File: src/rtl/uart_rx_pkg.sv
// Shared types and constants for the parametrised UART receive controller.
package uart_rx_pkg;

    typedef enum logic [2:0] {IDLE, START, DATA, PARITY, STOP} rx_state_e;

    localparam int unsigned PAR_NONE = 0;
    localparam int unsigned PAR_EVEN = 1;
    localparam int unsigned PAR_ODD  = 2;

    // FIFO entry is {frame_err, parity_err, data}
    function automatic int unsigned entry_width(input int unsigned data_bits);
        return data_bits + 2;
    endfunction

endpackage

File: src/rtl/uart_rx_fifo.sv
// Synchronous show-ahead FIFO; head entry is visible whenever not empty.
module uart_rx_fifo #(
    parameter int unsigned WIDTH = 10,
    parameter int unsigned DEPTH = 16
) (
    input  logic                     i_clk,
    input  logic                     i_rst_n,
    input  logic                     i_push,
    input  logic [WIDTH-1:0]         i_data,
    input  logic                     i_pop,
    output logic [WIDTH-1:0]         o_data,
    output logic                     o_empty,
    output logic                     o_full,
    output logic [$clog2(DEPTH):0]   o_count
);
    localparam int unsigned AW = $clog2(DEPTH);

    logic [AW:0]      r_wptr;
    logic [AW:0]      r_rptr;
    logic [WIDTH-1:0] r_mem [DEPTH];
    logic             w_empty;
    logic             w_full;
    logic             w_pop;
    logic             w_push;

    assign w_empty = (r_wptr == r_rptr);
    assign w_full  = (r_wptr[AW] != r_rptr[AW]) && (r_wptr[AW-1:0] == r_rptr[AW-1:0]);
    assign w_pop   = i_pop && !w_empty;
    // A push into a full FIFO is accepted when the head leaves on the same edge
    assign w_push  = i_push && (!w_full || w_pop);

    always_ff @(posedge i_clk or negedge i_rst_n) begin
        if (!i_rst_n) begin
            r_wptr <= '0;
            r_rptr <= '0;
            for (int i = 0; i < int'(DEPTH); i++) begin
                r_mem[i] <= '0;
            end
        end else begin
            if (w_push) begin
                r_mem[r_wptr[AW-1:0]] <= i_data;
                r_wptr                <= r_wptr + {{AW{1'b0}}, 1'b1};
            end
            if (w_pop) begin
                r_rptr <= r_rptr + {{AW{1'b0}}, 1'b1};
            end
        end
    end

    assign o_data  = r_mem[r_rptr[AW-1:0]];
    assign o_empty = w_empty;
    assign o_full  = w_full;
    assign o_count = r_wptr - r_rptr;

endmodule

File: src/rtl/uart_rx_ctrl.sv
// UART receiver: baud tick, line synchroniser, oversampling FSM, overrun flag
// and a show-ahead FIFO carrying {frame_err, parity_err, data} per frame.
module uart_rx_ctrl
    import uart_rx_pkg::*;
#(
    parameter int unsigned DATA_BITS      = 8,
    parameter int unsigned PARITY_MODE    = 0,
    parameter int unsigned STOP_BITS      = 1,
    parameter int unsigned OVER_SAMPLE    = 16,
    parameter int unsigned BAUDRATE_VALUE = 325,
    parameter int unsigned FIFO_DEPTH     = 16
) (
    input  logic                          i_clk,
    input  logic                          i_rst_n,
    input  logic                          i_rx_en,
    input  logic                          i_rx_serial,
    output logic [DATA_BITS-1:0]          o_rx_data,
    output logic                          o_parity_err,
    output logic                          o_frame_err,
    output logic                          o_rx_valid,
    input  logic                          i_rx_ready,
    output logic                          o_rx_done,
    output logic                          o_overrun,
    input  logic                          i_clr_overrun,
    output logic                          o_fifo_empty,
    output logic                          o_fifo_full,
    output logic [$clog2(FIFO_DEPTH):0]   o_fifo_count
);
    localparam int unsigned EW = entry_width(DATA_BITS);
    localparam int unsigned TW = (BAUDRATE_VALUE > 0) ? $clog2(BAUDRATE_VALUE + 1) : 1;
    localparam int unsigned SW = $clog2(OVER_SAMPLE);
    localparam logic [TW-1:0] TICK_MAX  = TW'(BAUDRATE_VALUE);
    localparam logic [SW-1:0] HALF_TICK = SW'(OVER_SAMPLE / 2 - 1);
    localparam logic [SW-1:0] FULL_TICK = SW'(OVER_SAMPLE - 1);
    localparam logic [3:0]    LAST_BIT  = 4'(DATA_BITS - 1);
    localparam logic [1:0]    LAST_STOP = 2'(STOP_BITS - 1);

    logic [TW-1:0]        r_tick_cnt;
    logic                 w_tick;
    logic [1:0]           r_sync;
    logic                 w_line;
    rx_state_e            r_state, w_state_nx;
    logic [SW-1:0]        r_s_cnt, w_s_cnt_nx;
    logic [3:0]           r_bit_cnt, w_bit_cnt_nx;
    logic [1:0]           r_stop_cnt, w_stop_cnt_nx;
    logic [DATA_BITS-1:0] r_shift, w_shift_nx;
    logic                 r_perr, w_perr_nx;
    logic                 r_ferr, w_ferr_nx;
    logic                 r_done, w_done_nx;
    logic                 r_overrun;
    logic [EW-1:0]        w_head;
    logic                 w_empty;
    logic                 w_full;
    logic                 w_pop;
    logic                 w_drop;

    assign w_tick = (r_tick_cnt == TICK_MAX);
    assign w_line = r_sync[1];

    always_ff @(posedge i_clk or negedge i_rst_n) begin
        if (!i_rst_n) begin
            r_tick_cnt <= '0;
            r_sync     <= 2'b11;
            r_state    <= IDLE;
            r_s_cnt    <= '0;
            r_bit_cnt  <= '0;
            r_stop_cnt <= '0;
            r_shift    <= '0;
            r_perr     <= 1'b0;
            r_ferr     <= 1'b0;
            r_done     <= 1'b0;
            r_overrun  <= 1'b0;
        end else begin
            r_tick_cnt <= w_tick ? '0 : r_tick_cnt + TW'(1);
            r_sync     <= {r_sync[0], i_rx_serial};
            r_state    <= w_state_nx;
            r_s_cnt    <= w_s_cnt_nx;
            r_bit_cnt  <= w_bit_cnt_nx;
            r_stop_cnt <= w_stop_cnt_nx;
            r_shift    <= w_shift_nx;
            r_perr     <= w_perr_nx;
            r_ferr     <= w_ferr_nx;
            r_done     <= w_done_nx;
            // Set has priority over clear
            if (w_drop) begin
                r_overrun <= 1'b1;
            end else if (i_clr_overrun) begin
                r_overrun <= 1'b0;
            end
        end
    end

    always_comb begin
        w_state_nx    = r_state;
        w_s_cnt_nx    = r_s_cnt;
        w_bit_cnt_nx  = r_bit_cnt;
        w_stop_cnt_nx = r_stop_cnt;
        w_shift_nx    = r_shift;
        w_perr_nx     = r_perr;
        w_ferr_nx     = r_ferr;
        w_done_nx     = 1'b0;
        if (r_state != IDLE && !i_rx_en) begin
            w_state_nx = IDLE;
        end else begin
            unique case (r_state)
                IDLE: begin
                    if (!w_line && i_rx_en) begin
                        w_state_nx    = START;
                        w_s_cnt_nx    = '0;
                        w_bit_cnt_nx  = '0;
                        w_stop_cnt_nx = '0;
                        w_perr_nx     = 1'b0;
                        w_ferr_nx     = 1'b0;
                    end
                end
                START: begin
                    if (w_tick) begin
                        if (r_s_cnt == HALF_TICK) begin
                            w_s_cnt_nx = '0;
                            w_state_nx = w_line ? IDLE : DATA;
                        end else begin
                            w_s_cnt_nx = r_s_cnt + SW'(1);
                        end
                    end
                end
                DATA: begin
                    if (w_tick) begin
                        if (r_s_cnt == FULL_TICK) begin
                            w_s_cnt_nx   = '0;
                            w_shift_nx   = {w_line, r_shift[DATA_BITS-1:1]};
                            w_bit_cnt_nx = r_bit_cnt + 4'(1);
                            if (r_bit_cnt == LAST_BIT) begin
                                w_state_nx = (PARITY_MODE == PAR_NONE) ? STOP : PARITY;
                            end
                        end else begin
                            w_s_cnt_nx = r_s_cnt + SW'(1);
                        end
                    end
                end
                PARITY: begin
                    if (w_tick) begin
                        if (r_s_cnt == FULL_TICK) begin
                            w_s_cnt_nx = '0;
                            w_perr_nx  = ((^r_shift) ^ w_line) != (PARITY_MODE == PAR_ODD);
                            w_state_nx = STOP;
                        end else begin
                            w_s_cnt_nx = r_s_cnt + SW'(1);
                        end
                    end
                end
                STOP: begin
                    if (w_tick) begin
                        if (r_s_cnt == FULL_TICK) begin
                            w_s_cnt_nx    = '0;
                            w_ferr_nx     = r_ferr | !w_line;
                            w_stop_cnt_nx = r_stop_cnt + 2'(1);
                            if (r_stop_cnt == LAST_STOP) begin
                                w_done_nx  = 1'b1;
                                w_state_nx = IDLE;
                            end
                        end else begin
                            w_s_cnt_nx = r_s_cnt + SW'(1);
                        end
                    end
                end
                default: w_state_nx = IDLE;
            endcase
        end
    end

    // The push is attempted in the o_rx_done cycle with the final frame status
    assign w_pop  = i_rx_ready && !w_empty;
    assign w_drop = r_done && w_full && !w_pop;

    uart_rx_fifo #(
        .WIDTH (EW),
        .DEPTH (FIFO_DEPTH)
    ) u_fifo (
        .i_clk   (i_clk),
        .i_rst_n (i_rst_n),
        .i_push  (r_done),
        .i_data  ({r_ferr, r_perr, r_shift}),
        .i_pop   (i_rx_ready),
        .o_data  (w_head),
        .o_empty (w_empty),
        .o_full  (w_full),
        .o_count (o_fifo_count)
    );

    assign o_rx_data    = w_head[DATA_BITS-1:0];
    assign o_parity_err = w_head[DATA_BITS];
    assign o_frame_err  = w_head[DATA_BITS+1];
    assign o_rx_valid   = !w_empty;
    assign o_fifo_empty = w_empty;
    assign o_fifo_full  = w_full;
    assign o_rx_done    = r_done;
    assign o_overrun    = r_overrun;

endmodule

File: config.mk
export PLATFORM = sky130hd
export DESIGN_NAME = uart_rx_ctrl
export DESIGN_NICKNAME = d
export VERILOG_FILES = /design/src/rtl/uart_rx_pkg.sv /design/src/rtl/uart_rx_fifo.sv /design/src/rtl/uart_rx_ctrl.sv
export SDC_FILE = /design/constraint.sdc
export NUM_CORES = 1
export LEC_CHECK = 0
export ABC_AREA = 1
export CAP_MARGIN = 30
export CORE_MARGIN = 3
export CORE_UTILIZATION = 51
export DETAILED_ROUTE_END_ITERATION = 10
export DONT_BUFFER_PORTS = 1
export GPL_ROUTABILITY_DRIVEN = 0
export MAX_ROUTING_LAYER = met4
export PLACE_DENSITY = 0.67
export SLEW_MARGIN = 10
export SYNTH_ARGS = -nofsm -noshare
export SYNTH_HDL_FRONTEND = slang
export SYNTH_SLANG_ARGS = --single-unit
File: constraint.sdc
create_clock -name i_clk -period 3.2 [get_ports i_clk]
set_input_delay 0.16 -clock i_clk [delete_from_list [all_inputs] [get_ports i_clk]]
set_output_delay 0.16 -clock i_clk [all_outputs]
set_load 0.005 [all_outputs]
---- Yosys cells after proc, flatten, opt, wreduce, memory -nomap -nowiden ----
Cells that the tools add are included.
operators by class
  $add $sub $neg .......................... 7
  multiply operators ...................... 0
  divide/modulo/power cells ............... 0
  magnitude comparators ................... 3
  eq/ne operators ......................... 31
  shift operators ......................... 0
  mux-type cells .......................... 48
  bitwise gates (word level) .............. 5
  reductions and logical operators ........ 30
operators with widths
  operator               number
  $bwmux W160            1
  $bmux W10 S4           1
  $demux W10 S4          1
  $mux W3                12
  $ne A3 B3 Y1 const B   11
  $mux W10               3
  $mux W4                7
  $reduce_and A5 Y1      4
  $ne A2 B2 Y1 const B   8
  $pmux W3 S5            1
  $mux W1                12
  $pmux W4 S3            1
  $reduce_and A11 Y1     1
  $add A5 B1 Y5 const B  2
  $ge A5 B5 Y1 const B   2
  $not A4 Y5             2
  $add A9 B1 Y9 const B  1
  $eq A9 B9 Y1 const B   1
  $mux W9                1
  $add A4 B1 Y4 const B  2
  $eq A4 B3 Y1 const B   2
  $logic_and A1 B1 Y1    8
  $mux W2                4
  $pmux W4 S2            1
  25 further kinds       35
storage, ports and cells
  flip-flop bits (word level) ............. 206
  bits in latches ......................... 0
  RAM bits ................................ 0
  ROM bits ................................ 0
  input bits .............................. 6
  output and inout bits ................... 20
  logic and storage cells ................. 153
  memories ................................ 0

---- Logic depth before layout (Yosys ltp) ----
Gate-level depths: netlist of the first run.
  word-level depth ........................ 6
  depth in mapped cells ................... 13
  gate-level depth less buffers ........... 13

---- Hierarchy ----
Synthesis of the first run repeated with hierarchy kept, for this count alone.
unflattened totals
  cell total of the unflattened synthesis .. 1618
  area total of the unflattened synthesis .. 11788.8 um^2
modules (own cells, without submodules)
  module        times used  cells each  area an instance (um^2)  sequential area each (um^2)
  uart_rx_fifo  1           1367        9715.6                   4254.1
  uart_rx_ctrl  1           251         2073.2                   903.4

---- Worst setup path before layout of the first run ----
No wires, ideal clock.
  kind .................................... reg2reg
  from .................................... register u_fifo.r_rptr[2]
  to ...................................... register u_fifo.r_mem[139] in the netlist's numbering
  setup time .............................. 0.130 ns
  data arrival time ....................... 2.134 ns
  required time ........................... 3.070 ns
  slack ................................... 0.936 ns
  cell stages (with the launch flop) ...... 13
  buffers on the path ..................... 3
  period minus slack after synthesis ...... 2.264 ns
  path through ............................ dfrtp_1 -> clkbuf_1 -> clkinv_1 -> ha_1 -> nand4_2 -> nor2_4 -> nand2_2 -> nand2_4 -> inv_6 -> buf_12 -> nand4_4 -> buf_6 -> o21ai_2
between the ends
  longest elaborated chain between the ends .. 5
  elaborated cells on any way between the ends .. 8
  classes of those cells .................. eq/ne (2); reduce/logical (6)
RTL lines
  item                             RTL line            text
  from (decl)                      uart_rx_fifo.sv:19  logic [AW:0] r_rptr;
  from (signal assigned)           uart_rx_fifo.sv:45  r_rptr <= r_rptr + {{AW{1'b0}}, 1'b1};
  $eq A4 B4 Y1                     uart_rx_fifo.sv:27  assign w_full = (r_wptr[AW] != r_rptr[AW]) && (r_wptr[AW-1:0] == r_rptr[AW-1:0]);
  $logic_and A1 B1 Y1              uart_rx_fifo.sv:27
  named net o_fifo_full            uart_rx_ctrl.sv:26  output logic o_fifo_full,
  $logic_not A1 Y1                 uart_rx_fifo.sv:30  assign w_push = i_push && (!w_full || w_pop);
  $logic_or A1 B1 Y1               uart_rx_fifo.sv:30
  $logic_and A1 B1 Y1              uart_rx_fifo.sv:30
  to (signal, indexed assignment)  uart_rx_fifo.sv:41  r_mem[r_wptr[AW-1:0]] <= i_data;
  to (decl)                        uart_rx_fifo.sv:20  logic [WIDTH-1:0] r_mem [DEPTH];
The timed path passes the listed nets, and every way through them passes these cells.
A chain may end at the register's enable or synchronous reset.

---- Worst setup path in the final report of the first run ----
  from .................................... register u_fifo.r_rptr[0]
  to ...................................... output o_rx_data[4]
between the ends
  longest elaborated chain between the ends .. 4
RTL lines
  item                                          RTL line            text
  $not A4 Y5 (implied by the code)              uart_rx_fifo.sv:50  assign o_data = r_mem[r_rptr[AW-1:0]];
  $bmux W10 S4                                  uart_rx_fifo.sv:50
  $mux W10 (implied by the code) (2 in series)  uart_rx_fifo.sv:50
  to (decl)                                     uart_rx_ctrl.sv:17  output logic [DATA_BITS-1:0] o_rx_data,
No other way between the ends. The select of a mux whose other input is x is not followed.

==> results.yml, run 1 <==
status:
  violations: "hold timing"
  status: "complete, but fails checks"
timing:
  hold_violations: 206
  setup_viol: 0
  tightest_slew_ns: 0.840
  fin_crit_sh: 0.849
  fin_crit_ns: 2.72
  fin_tns_setup_ns: 0
  final_max_slew_viol_count: 0
  fin_skew_ns: 0.0130
  slew_headroom: 0.439
  fmax_mhz: 368
  hold_slack_ns: -0.649
  rsz0062_at_grt: "false"
grt:
  grt_pass1_vias: 7115
  grt_max_degree: 207
  overflow: 0
  grt_use_total: 0.229
  grt_pass1_wl_mm: 38.6
  antenna_found_initial: 0
synth:
  synth_nets: 1151
  ys_top_cells_by_area: "dfrtp_1, nand2_1, o21ai_0"
  synth_top_area_cell: "dfrtp_1"
  synth_most_common_cell: "nand2_1"
  netlist_area_mm2: 0.00990
  synth_edf_count: 0
  synth_ff_type: "dfrtp_1"
  yosysSeqAreaShare: 0.521
  synth_warnings: 0
  ys_async_sr_fraction: 1.00
  synthCells: 1130
  synth_top_area_share: 0.515
  syn_avg_cell_area_um2: 8.77
  ys_top_cells_by_count: "nand2_1, dfrtp_1, o21ai_0"
  synth_cell_type_count: 43
  synth-seq-cells: 206
cts:
  htree_levels: 1
  cts.sinks: 206
  clkSlewWorstSetupHoldPaths_ns: 0.06
  clk_path_buf_depth: 3
  cts_tree: "built"
  cts_resized: 0
  clock_latency_ns: 0.51
  holdBufCountCts: 5
  post_cts_buffers: 0
  clockRootBuffer: "clkbuf_16"
  numCtsBuffers: 23
setup_path:
  worstPathRequired_ns: 3.04
  end_kind: "primary output"
  timing.rr.end: "u_fifo.r_mem[4]"
  cpPeakStageDelay_ns: 0.49
  crit_path_cell_trace: "buf_4 -> buf_4 -> o21ai_0 -> o221ai_1 -> nand3_1 -> nand3_1"
  cp_top_family: "buffers and inverters"
  reg2regPathDepth: 9
  path_max_fanout: 44
  r2r_setup_slack_ns: 0.52
  crit_path_start_kind: "register"
  critPathKind: "reg -> out"
  slowest_stage: "buf_4"
  timing.critical_path.buf_inv: 2
  reg2reg_from: "u_fifo.r_rptr[2]"
  cp.arrival_ns: 2.56
finish:
  layout.nets: 1123
  n_antenna_cell: 0
  num-fill-cells: 1725
  drive_above_1_share: 0.0859
  area_growth_pct: 7.67
route:
  dr.pass1.iters: 5
  wl_per_cell_um: 17.0
  drtIter0Drc: 614
  vias_per_cell: 5.50
  dr_total_vias: 7576
  drtAntennaViolNets: 0
  routed_wl_mm: 23.4
  post-route-drc-count: 0
die:
  ios: 26
  rows: 50
  start_util: 0.524
  design.die.area_mm2: 0.0211
  die_y_um: 145
  die_x_um: 145
  coreArea_mm2: 0.0189
power:
  p_per_area_mw_per_mm2: 717
  leakagePower_uw: 0.00475
  peakVddDrop_v: 0.000507
placed_design:
  hpwl_mm: 14.3
  port_buffers: 0
flow_run:
  cap_violations: 0
hold_path:
  hold_class: "in -> async"
final cells by class:
cell class,instances,area [µm²],share of cell area
well taps,260,325,0.0305
repair buffers,21,183,0.0171
multi-input cells,789,4080,0.382
clock inverters,5,35.0,0.00329
flip-flops and latches,206,5160,0.484
inverters,61,234,0.0219
clock buffers,35,651,0.0610
worst max-delay path by stage:
stage	start	end	slack, ns	cells past startpoint
4_1_cts	u_fifo.r_rptr[0]	o_rx_data[4]	0.48	6
2_1_floorplan	u_fifo.r_rptr[2]	u_fifo.r_mem[139]	0.94	12
6_report	u_fifo.r_rptr[0]	o_rx_data[4]	0.48	6
3_3_place_gp	u_fifo.r_rptr[3]	u_fifo.r_mem[40]	0.64	9
3_5_place_dp	u_fifo.r_rptr[2]	u_fifo.r_mem[4]	0.54	9
5_1_grt	u_fifo.r_rptr[2]	u_fifo.r_mem[44]	0.26	9
per-layer routing:
metal,track usage,share of wire
met1,0.340,0.49
met2,0.337,0.44
met3,0.0315,0.041
met4,0.0584,0.024
met5,-,0
worst register-to-register path, delay by kind of cell (launching register included):
kind	cells	cell delay (ns)
adders and majority gates	1	0.51
and+or+nand+nor	5	1.07
DFF	1	0.35
buffers and inverters	2	0.38
AOI/OAI and AO/OA	1	0.20
state kept, by name, summed over array words and instances (netlist names):
| name | flops |
|---|---|
| o_overrun | 1 |
| u_fifo.r_rptr | 5 |
| r_ferr | 1 |
| r_perr | 1 |
| o_rx_done | 1 |
| u_fifo.r_mem | 160 |
| r_stop_cnt | 2 |
| r_sync | 2 |
| r_state | 3 |
| r_shift | 8 |
| r_bit_cnt | 4 |
| u_fifo.r_wptr | 5 |
| r_s_cnt | 4 |
| r_tick_cnt | 9 |
power by group:
part	internal, µW	switching, µW	total (µW)
sequential	2690	63.3	2750
combinational	744	1700	2440
clock	1400	1050	2450
total	4840	2810	7640
per-stage QoR:
step / utilization / power, µW / std cells / setup WS, ns / area (µm²)
after floorplan: - / 4480 / 1130 / 0.936 / 9900
after global placement: 0.525 / 5200 / 1332 / 0.643 / 9930
after detailed placement: 0.525 / 5200 / 1332 / 0.538 / 9930
after CTS: 0.564 / 7650 / 1377 / 0.484 / 10700
after global routing: 0.564 / 8060 / 1377 / 0.261 / 10700
final: 0.564 / 7640 / 1377 / 0.483 / 10700
kinds of logic after synthesis:
kind of cell	after synthesis	synth area share
and+or+nand+nor	430	0.190
AOI/OAI and AO/OA	324	0.183
DFF	206	0.521
buffers and inverters	135	0.0676
xor gates and xnor gates	20	0.0184
adders and majority gates	15	0.0197
cells in the final DEF (no fill, tap or decap), types with 2 or more instances in the layout:
| master | instances |
|---|---|
| o221ai_1 | 16 |
| xor2_1 | 14 |
| nand4_4 | 8 |
| or2_2 | 4 |
| ha_1 | 14 |
| nor2_1 | 111 |
| o22ai_1 | 24 |
| nor2_4 | 2 |
| clkbuf_8 | 3 |
| nand3_1 | 33 |
| buf_4 | 15 |
| xnor2_1 | 5 |
| clkbuf_16 | 23 |
| clkbuf_1 | 9 |
| a21oi_1 | 12 |
| nand2_1 | 252 |
| nor3_1 | 5 |
| clkinv_1 | 2 |
| o21ai_2 | 22 |
| o31ai_1 | 2 |
| nand4_1 | 5 |
| inv_1 | 55 |
| o211ai_1 | 5 |
| nand3b_1 | 2 |
| dlygate4sd3_1 | 5 |
| inv_2 | 3 |
| nor3b_1 | 2 |
| o21ai_0 | 181 |
| o21ai_1 | 60 |
| inv_6 | 2 |
| dfrtp_1 | 203 |
| clkinv_2 | 3 |
| dfstp_2 | 2 |
Power figures use the tool's default switching activity.
==> run 2, diff against run 1 <==
Settings changed: ABC_AREA 1 to 0, PLACE_DENSITY 0.67 to 0.7.
Clock period 3.2 ns to 2.2 ns, I/O delays scaled along.
==> run 2 against run 1 <==
- the flow finishes with violations (hold timing, setup timing)
- critical path depth down 3
- area after synthesis down 2.8%
- core utilization up 6.4 points
- global-route usage down 0.73 points
- final cell count down 30%
- clock power up 47%
- clock-buffer cell count down 1
- routed wire length down 8.2%
==> results.yml, run 2 <==
status:
  status: "complete, but fails checks"
  violations: "hold timing, setup timing"
die:
  ios: 26
  design.die.area_mm2: 0.0206
  start_util: 0.527
  die_y_um: 143
  rows: 49
  die_x_um: 143
  coreArea_mm2: 0.0183
cts:
  holdBufCountCts: 4
  clkSlewWorstSetupHoldPaths_ns: 0.06
  cts.sinks: 206
  numCtsBuffers: 22
  clockRootBuffer: "clkbuf_16"
  clock_latency_ns: 0.49
  htree_levels: 1
  clk_path_buf_depth: 3
  cts_tree: "built"
grt:
  overflow: 0
  grt_max_degree: 207
  grt_pass1_wl_mm: 34.4
  grt_pass1_vias: 6005
  antenna_found_initial: 0
  grt_use_total: 0.222
synth:
  ys_async_sr_fraction: 1.00
  syn_avg_cell_area_um2: 14.3
  synthCells: 672
  synth_nets: 693
  synth_top_area_share: 0.530
  ys_top_cells_by_count: "dfrtp_1, mux2_2, mux4_2"
  netlist_area_mm2: 0.00963
  synth_cell_type_count: 53
  yosysSeqAreaShare: 0.536
  synth_top_area_cell: "dfrtp_1"
  synth_edf_count: 0
  synth_most_common_cell: "dfrtp_1"
  ys_top_cells_by_area: "dfrtp_1, mux2_2, mux4_2"
  synth_ff_type: "dfrtp_1"
  synth-seq-cells: 206
  synth_warnings: 0
placed_design:
  place_area_mm2: 0.0104
  dp.cells: 904
  port_buffers: 0
  hpwl_mm: 13.0
finish:
  num-fill-cells: 1327
  area_growth_pct: 19.2
  layout_common_cells: "dfrtp_1, mux2_2, mux4_2"
  final_common_cell: "dfrtp_1"
  drive_above_1_share: 0.447
  final_util: 0.628
  reg_top3: "u_fifo.r_mem: 160 flops, r_tick_cnt: 9 flops, r_shift: 8 flops"
  largest_register: "u_fifo.r_mem"
  layout.nets: 737
  stdcell_count: 960
  n_antenna_cell: 0
  multi_input_area_mm2: 0.00447
  largest_reg_flops: 160
  seqCellArea_mm2: 0.00516
  post-route-cell-area_mm2: 0.0115
timing:
  fin_crit_ns: 2.42
  fin_tns_setup_ns: -11.87
  setup_viol: 135
  timing.final.ws_setup_ns: -0.218
  slew_headroom: 0.536
  fmax_mhz: 414
  rsz0062_at_grt: "true"
  fin_skew_ns: 0.00739
  tightest_slew_ns: 0.695
  final_max_slew_viol_count: 0
  hold_violations: 206
  hold_slack_ns: -0.684
  fin_crit_sh: 1.10
route:
  drtAntennaViolNets: 0
  routed_wl_mm: 21.5
  dr.pass1.iters: 6
  drtIter0Drc: 349
  post-route-drc-count: 0
  vias_per_cell: 5.95
  dr_total_vias: 5709
  wl_per_cell_um: 22.4
setup_path:
  end_kind: "primary output"
  worstPathRequired_ns: 2.09
  reg2reg_from: "u_fifo.r_rptr[0]"
  cp.arrival_ns: 2.31
  r2r_setup_slack_ns: -0.16
  path_max_fanout: 22
  reg2regPathDepth: 9
  critPathKind: "reg -> out"
  crit_path_start_kind: "register"
  timing.rr.end: "u_fifo.r_mem[5]"
power:
  power_switching_share: 0.257
  p_per_area_mw_per_mm2: 831
  power.internal_uw: 7080
  leakagePower_uw: 0.00552
  seq_power_share: 0.417
  finalPower_uw: 9540
  peakVddDrop_v: 0.000727
  clock_power_share: 0.378
  p_switching_uw: 2450
  p_comb_frac: 0.205
flow_run:
  cap_violations: 0
hold_path:
  hold_class: "in -> async"
-- run 2: cell count changes in the layout (fill, tap and decap cells not counted), sizes merged, moves of 16 or more --
cell / before / now
buf: 16 / 49
inv: 61 / 19
mux2: 0 / 160
mux4: 0 / 50
nand2: 254 / 56
nand3: 34 / 9
nor2: 114 / 16
o21ai: 263 / 15
o221ai: 16 / 0
o22ai: 24 / 1
xnor2: 6 / 25
-- run 2: per-stage QoR --
stage	setup slack (ns)	hold WS, ns
floorplan	-0.133	-0.186
global placement	0.0355	-0.177
detailed placement	-0.0620	-0.177
CTS	-0.256	-0.703
global route	-0.289	-0.713
finish	-0.218	-0.684
-- run 2: worst max-delay path, stage by stage (launching register included) --
cell and delay [ns]:
dfrtp_2 0.48, buf_16 0.25, mux4_2 0.54, mux4_2 0.52
-- run 2: power groups by stage --
stage               sequential (µW)  clock, µW  combinational (µW)
finish                         3980       3610                1950
global route                   3990       3850                2060
CTS                            3980       3690                1970
global placement               4000          0                1410
floorplan                      3990          0                1150
detailed placement             4000          0                1420
-- run 2: kinds of logic (layout without fill, tap and decap cells) --
group	after synthesis	after routing	share of synthesized area
adders and majority gates	15	15	0.0203
AOI/OAI and AO/OA	36	36	0.0234
buffers and inverters	56	115	0.0233
DFF	206	206	0.536
muxes	211	211	0.305
and+or+nand+nor	118	118	0.0641
xor gates and xnor gates	30	30	0.0281
-- run 2: worst max-delay path by stage --
| stage | to | slack (ns) | startpoint |
|---|---|---|---|
| after detailed placement | u_fifo.r_mem[83] | -0.06 | u_fifo.r_rptr[0] |
| after CTS | o_rx_data[7] | -0.26 | u_fifo.r_rptr[0] |
| after floorplan | u_fifo.r_mem[80] | -0.13 | u_fifo.r_rptr[1] |
| after global routing | o_parity_err | -0.29 | u_fifo.r_rptr[0] |
| final | o_rx_data[7] | -0.22 | u_fifo.r_rptr[0] |
| after global placement | u_fifo.r_mem[82] | 0.04 | u_fifo.r_rptr[3] |
-- run 2: per-layer routing --
layer | share of wire | vias to the layer above | wire, µm | track usage
li1 | - | 2531 | - | -
met1 | 0.43 | 3029 | 9160 | 0.283
met2 | 0.51 | 113 | 11000 | 0.381
met3 | 0.036 | 36 | 771 | 0.0309
met4 | 0.024 | 0 | 515 | 0.0515
met5 | 0 | - | 0 | -
-- run 2: final cells by class --
class | count | area share
clock buffer | 34 | 0.0572
clock inverter | 5 | 0.00436
inverter | 19 | 0.00665
multi-input combinational | 410 | 0.389
sequential | 206 | 0.450
tap | 229 | 0.0250
timing repair buffer | 57 | 0.0682
-- run 2: repair_timing --
action / 4_1_cts / 5_1_grt
hold endpoints to repair: 218 / 206
buffers inserted: 6 / 1
pin swaps: 3 / 4
resized for setup: 18 / 7
setup endpoints to repair: 102 / 173
cloned: 6 / 0
